$ cat config.mk
export PLATFORM = sky130hd
export DESIGN_NAME = passthrough_fifo
export DESIGN_NICKNAME = d
export VERILOG_FILES = /design/src/rtl/passthrough_fifo.sv
export SDC_FILE = /design/constraint.sdc
export NUM_CORES = 1
export LEC_CHECK = 0
export BUFFER_PORTS_ARGS = -buffer_cell sky130_fd_sc_hd__buf_2
export CAP_MARGIN = 20
export CORE_MARGIN = 3
export CORE_UTILIZATION = 55
export CTS_CLUSTER_SIZE = 40
export DETAILED_ROUTE_END_ITERATION = 10
export PLACE_DENSITY = 0.87
export SLEW_MARGIN = 10
export SYNTH_ARGS = -nofsm -noshare
export SYNTH_HDL_FRONTEND = slang
export SYNTH_SLANG_ARGS = --single-unit
export TNS_END_PERCENT = 50
$ cat constraint.sdc
create_clock -name clock -period 4.6 [get_ports clock]
set_input_delay 0.92 -clock clock [delete_from_list [all_inputs] [get_ports clock]]
set_output_delay 0.92 -clock clock [all_outputs]
set_load 0.05 [all_outputs]
$ cat src/rtl/passthrough_fifo.sv
// passthrough_fifo: buffers the Passthrough byte stream for a valid/ready
// consumer. The upstream side has no backpressure, so bytes arriving while
// the buffer is full (and no read frees a slot) are dropped and counted.
module passthrough_fifo #(
  parameter int WIDTH = 8,
  parameter int DEPTH = 4
) (
  input  logic                     clock,
  input  logic                     reset,
  input  logic                     io_in_valid,
  input  logic [WIDTH-1:0]         io_in_bits,
  output logic                     io_out_valid,
  input  logic                     io_out_ready,
  output logic [WIDTH-1:0]         io_out_bits,
  output logic [$clog2(DEPTH):0]   io_count,
  output logic                     io_full,
  output logic [7:0]               io_dropped
);

  localparam int AW = $clog2(DEPTH);
  localparam logic [AW:0] FULL_LVL = (AW+1)'(DEPTH);

  logic [WIDTH-1:0] mem [DEPTH];
  logic [AW-1:0]    wr_ptr;
  logic [AW-1:0]    rd_ptr;
  logic [AW:0]      count;
  logic [7:0]       dropped;

  logic is_full;
  logic rd_en;
  logic wr_en;
  logic drop_en;

  // Occupancy is tracked explicitly; pointer equality is never used for full/empty.
  // A read frees the head slot in the same edge, so a full buffer still
  // accepts a write when the consumer is taking a byte.
  always_comb begin
    is_full = (count == FULL_LVL);
    rd_en   = (count != '0) && io_out_ready;
    wr_en   = io_in_valid && (!is_full || rd_en);
    drop_en = io_in_valid && is_full && !rd_en;
  end

  // Storage array: load the slot at the write pointer on an accepted write.
  always_ff @(posedge clock or posedge reset) begin
    if (reset) begin
      for (int i = 0; i < DEPTH; i++) begin
        mem[i] <= '0;
      end
    end else if (wr_en) begin
      mem[wr_ptr] <= io_in_bits;
    end
  end

  // Read and write pointers, wrapping naturally modulo DEPTH.
  always_ff @(posedge clock or posedge reset) begin
    if (reset) begin
      wr_ptr <= '0;
      rd_ptr <= '0;
    end else begin
      if (wr_en) begin
        wr_ptr <= wr_ptr + 1'b1;
      end
      if (rd_en) begin
        rd_ptr <= rd_ptr + 1'b1;
      end
    end
  end

  // Occupancy count: count + write - read.
  always_ff @(posedge clock or posedge reset) begin
    if (reset) begin
      count <= '0;
    end else begin
      case ({wr_en, rd_en})
        2'b10:   count <= count + 1'b1;
        2'b01:   count <= count - 1'b1;
        default: count <= count;
      endcase
    end
  end

  // Dropped-byte counter, saturating so it never wraps back to a small value.
  always_ff @(posedge clock or posedge reset) begin
    if (reset) begin
      dropped <= '0;
    end else if (drop_en && (dropped != 8'hFF)) begin
      dropped <= dropped + 8'd1;
    end
  end

  // Outputs are pure functions of registered state.
  always_comb begin
    io_out_valid = (count != '0);
    io_out_bits  = mem[rd_ptr];
    io_count     = count;
    io_full      = is_full;
    io_dropped   = dropped;
  end

endmodule

==> key figures <==
Floorplan
  – Core Region: 4086 µm²
  – Die span in x: 71.82 µm
  – Die Ht: 71.82 µm
  – Placement Rows: 23
  – I/O Pins: 33
  – Initial core utilization: 58.30%
  – Die area: ~5200 µm²

Drt
  – WL per Instance: 17.57 µm
  – Drt pass-1 iters: 4
  – 1st-iter DRT viols: 92
  – DRC Markers: 0
  – Antenna Nets Post-Route: 0
  – Vias/cell: approximately 5.6
  – Final WL: 4.253 mm
  – Total number of vias: around 1400

Pwr
  – Combinational power share: around half
  – Sw Share: between 40% and 50%
  – Clock power share: around 14%
  – Pwr per Cell Area: 825.5 nW/µm²
  – P_leak: 1.330 nW
  – NetSw: about 940 µW
  – Internal power: 1.290 mW
  – Flop pwr share: about a third
  – Pwr Total: about 2.2 mW
  – Max VDD drop: 479.5 µV

STA
  – Worst clock skew: 7.688 ps
  – Setup_tns: 0 ps
  – Rel. slew slack: 58.34%
  – Pins Over Slew Limit: 0
  – RSZ-0062 raised after global routing: false
  – Tmin final: 2783 ps
  – Final Hold Fails: 0
  – Worst-margin pin slew: 624.9 ps
  – Fmax: 0.3593 GHz
  – Period Utilization, post-route: approximately three fifths
  – Finish-stage setup viols: 0

Critical path
  – Worst r2r dst: io_count[2]$_DFFE_PP0P_
  – Element type at the critical path start: flip-flop
  – Crit path kind: flip-flop to primary output
  – Crit path max fanout: 10
  – CP Launch Point: rd_ptr[0]$_DFFE_PP0P_
  – Worst R2R Start: io_count[0]$_DFFE_PP0P_
  – CP required: 3680 ps
  – FF-to-FF path depth: 9
  – Crit path to: io_out_bits[5]
  – CP endpoint kind: primary output
  – FF-to-FF setup slack: 2090 ps
  – Critical path data arrival time: around 1900 ps

Flow run
  – Max-cap violation count: 0

Synth
  – Synth cell types: 30
  – Top cell type's share of synthesized area: between 40 and 50%
  – Mean Syn Cell Area: roughly 15 µm²
  – Post-synthesis cell area: between 2000 and 2500 µm²
  – Yosys warning total: 0
  – Largest area contributor in the netlist: dfrtp_1
  – Number of synthesized register bits: 47
  – Largest cells by area after synthesis: dfrtp_1 49%, mux2_4 20%, mux4_2 7.6%, nand2_8 3.4%, ha_1 3.2%
  – Sequential share of the synthesized area: 49.37%
  – Post-Synthesis Cells: 154
  – Post-Synthesis Net Count: between 150 and 200

Min path
  – Hold Crit Class: flip-flop to flip-flop
  – Hold path depth: 1

Clock network
  – Sink Count: 47
  – CTS max path bufs: 2
  – Post-CTS Setup Repair Bufs: 0
  – Post-CTS sizing: 0
  – TritonCTS clock tree: yes
  – Hold buffer count at CTS: 0
  – Skew-Pair Late Insertion Delay: ~300 ps
  – Clock-pin slew on the worst setup and hold paths: ~90 ps
  – Number of H-tree levels: 2
  – Root Buffer: clkbuf_8
  – Num CTS Buffers: 5

GRT
  – Vias in the first global route: 1511
  – Antenna violations before repair: 0
  – Total track usage: 19.01%
  – Grt ovf: 0
  – First-pass GRT wire length: ~7.6 mm
  – Largest net degree at the start of global routing: 48

Run status
  – Status: finished, final reports clean

Place
  – Routability congestion estimate: 0.7150
  – DP HPWL: 3.031 mm
  – Port bufs: 32

Cells and area
  – Fin nets: 210
  – FILL cells: 295
  – Share of cells above drive strength 1: 47.40%
  – Antenna diodes: 0
  – Area Growth Syn to Fin: 13.55%
-- registers in the layout (all words and copies together), names as in the netlist --
name,flops
io_count,3
wr_ptr,2
rd_ptr,2
io_dropped,8
mem,32
-- power by group through the flow --
stage	combinational (mW)	clock, mW	sequential [mW]
floorplan	0.933	0	0.777
global placement	1.12	0	0.748
detailed placement	1.15	0	0.781
CTS	1.16	0.324	0.773
global route	1.21	0.343	0.807
finish	1.14	0.319	0.773
-- worst min-delay path by stage --
stage / slack (ps) / startpoint / to
finish: 520 / mem[26]$_DFFE_PP0P_ / mem[26]$_DFFE_PP0P_
global route: 530 / mem[13]$_DFFE_PP0P_ / mem[13]$_DFFE_PP0P_
floorplan: 480 / mem[10]$_DFFE_PP0P_ / mem[10]$_DFFE_PP0P_
detailed placement: 500 / mem[15]$_DFFE_PP0P_ / mem[15]$_DFFE_PP0P_
global placement: 490 / mem[14]$_DFFE_PP0P_ / mem[14]$_DFFE_PP0P_
CTS: 520 / mem[15]$_DFFE_PP0P_ / mem[15]$_DFFE_PP0P_
-- synth_stat cells --
cell type	instances
dfrtp_1	47
xnor2_1	5
a21oi_1	1
buf_2	1
buf_12	1
nand2_1	7
inv_1	7
ha_1	6
or3_2	1
mux2i_1	2
nand2b_1	2
and4_1	1
nor2_1	4
or4b_1	1
fa_1	1
xor2_1	3
buf_1	1
a21boi_0	1
nand2_8	4
mux4_2	8
nand3_1	2
mux2_2	4
and2_4	1
and3_1	2
nand4_1	2
a31oi_1	1
and2_1	3
o21ai_0	2
nor4b_1	1
mux2_4	32
-- logic make-up after synthesis --
group	Yosys count	share of synthesized area (%)
xor+xnor	8	2.941
simple gates	31	9.717
flops	47	49.37
buf+inv	10	2.311
compound gates	5	1.208
mux	46	30.46
fa+ha+maj	7	3.992
-- critical path: stages, from the launching register on --
cell	delay (ps)
dfrtp_1	750
mux4_2	590
buf_2	230
-- final cells by class --
type                    count  area, µm²  area share [%]
repair buffers             33      167.7           6.198
multi-input cells          97       1151           42.55
clock inverters             2      38.79           1.434
flip-flops and latches     47       1176           43.48
inverters                   7      26.28          0.9713
clock buffers               6      82.58           3.053
well taps                  50      62.56           2.313
-- cell usage in the layout, fill, tap and decap left out, types with 3 or more instances in the layout --
| cell type | n |
|---|---|
| and2_1 | 3 |
| buf_2 | 32 |
| clkbuf_8 | 6 |
| dfrtp_1 | 47 |
| ha_1 | 6 |
| inv_1 | 6 |
| mux2_2 | 4 |
| mux2_4 | 32 |
| mux4_2 | 8 |
| nand2_1 | 7 |
| nand2_8 | 4 |
| nor2_1 | 4 |
| xnor2_1 | 5 |
| xor2_1 | 3 |
-- metal layers --
metal  wire (µm)  GRT usage, %  vias up  share of wire [%]
li1            -             -      621                  -
met1        1901         26.35      675                 45
met2        2032         30.10       40                 48
met3         224         3.927       14                5.3
met4          94         6.263        0                2.2
met5           0             0        -                  0
-- metrics by stage --
step                worst slack (ps)  cell area [µm²]  hold WS, ps  std cells  util [%]
CTS                             1792             2705        518.7        242     66.20
global route                    1707             2705        533.6        242     66.20
finish                          1817             2705        515.6        242     66.20
floorplan                       1782             2382        475.9        154         -
detailed placement              1566             2584        496.7        234     63.23
global placement                1687             2584        486.6        234     63.23
Power figures use the tool's default switching activity.
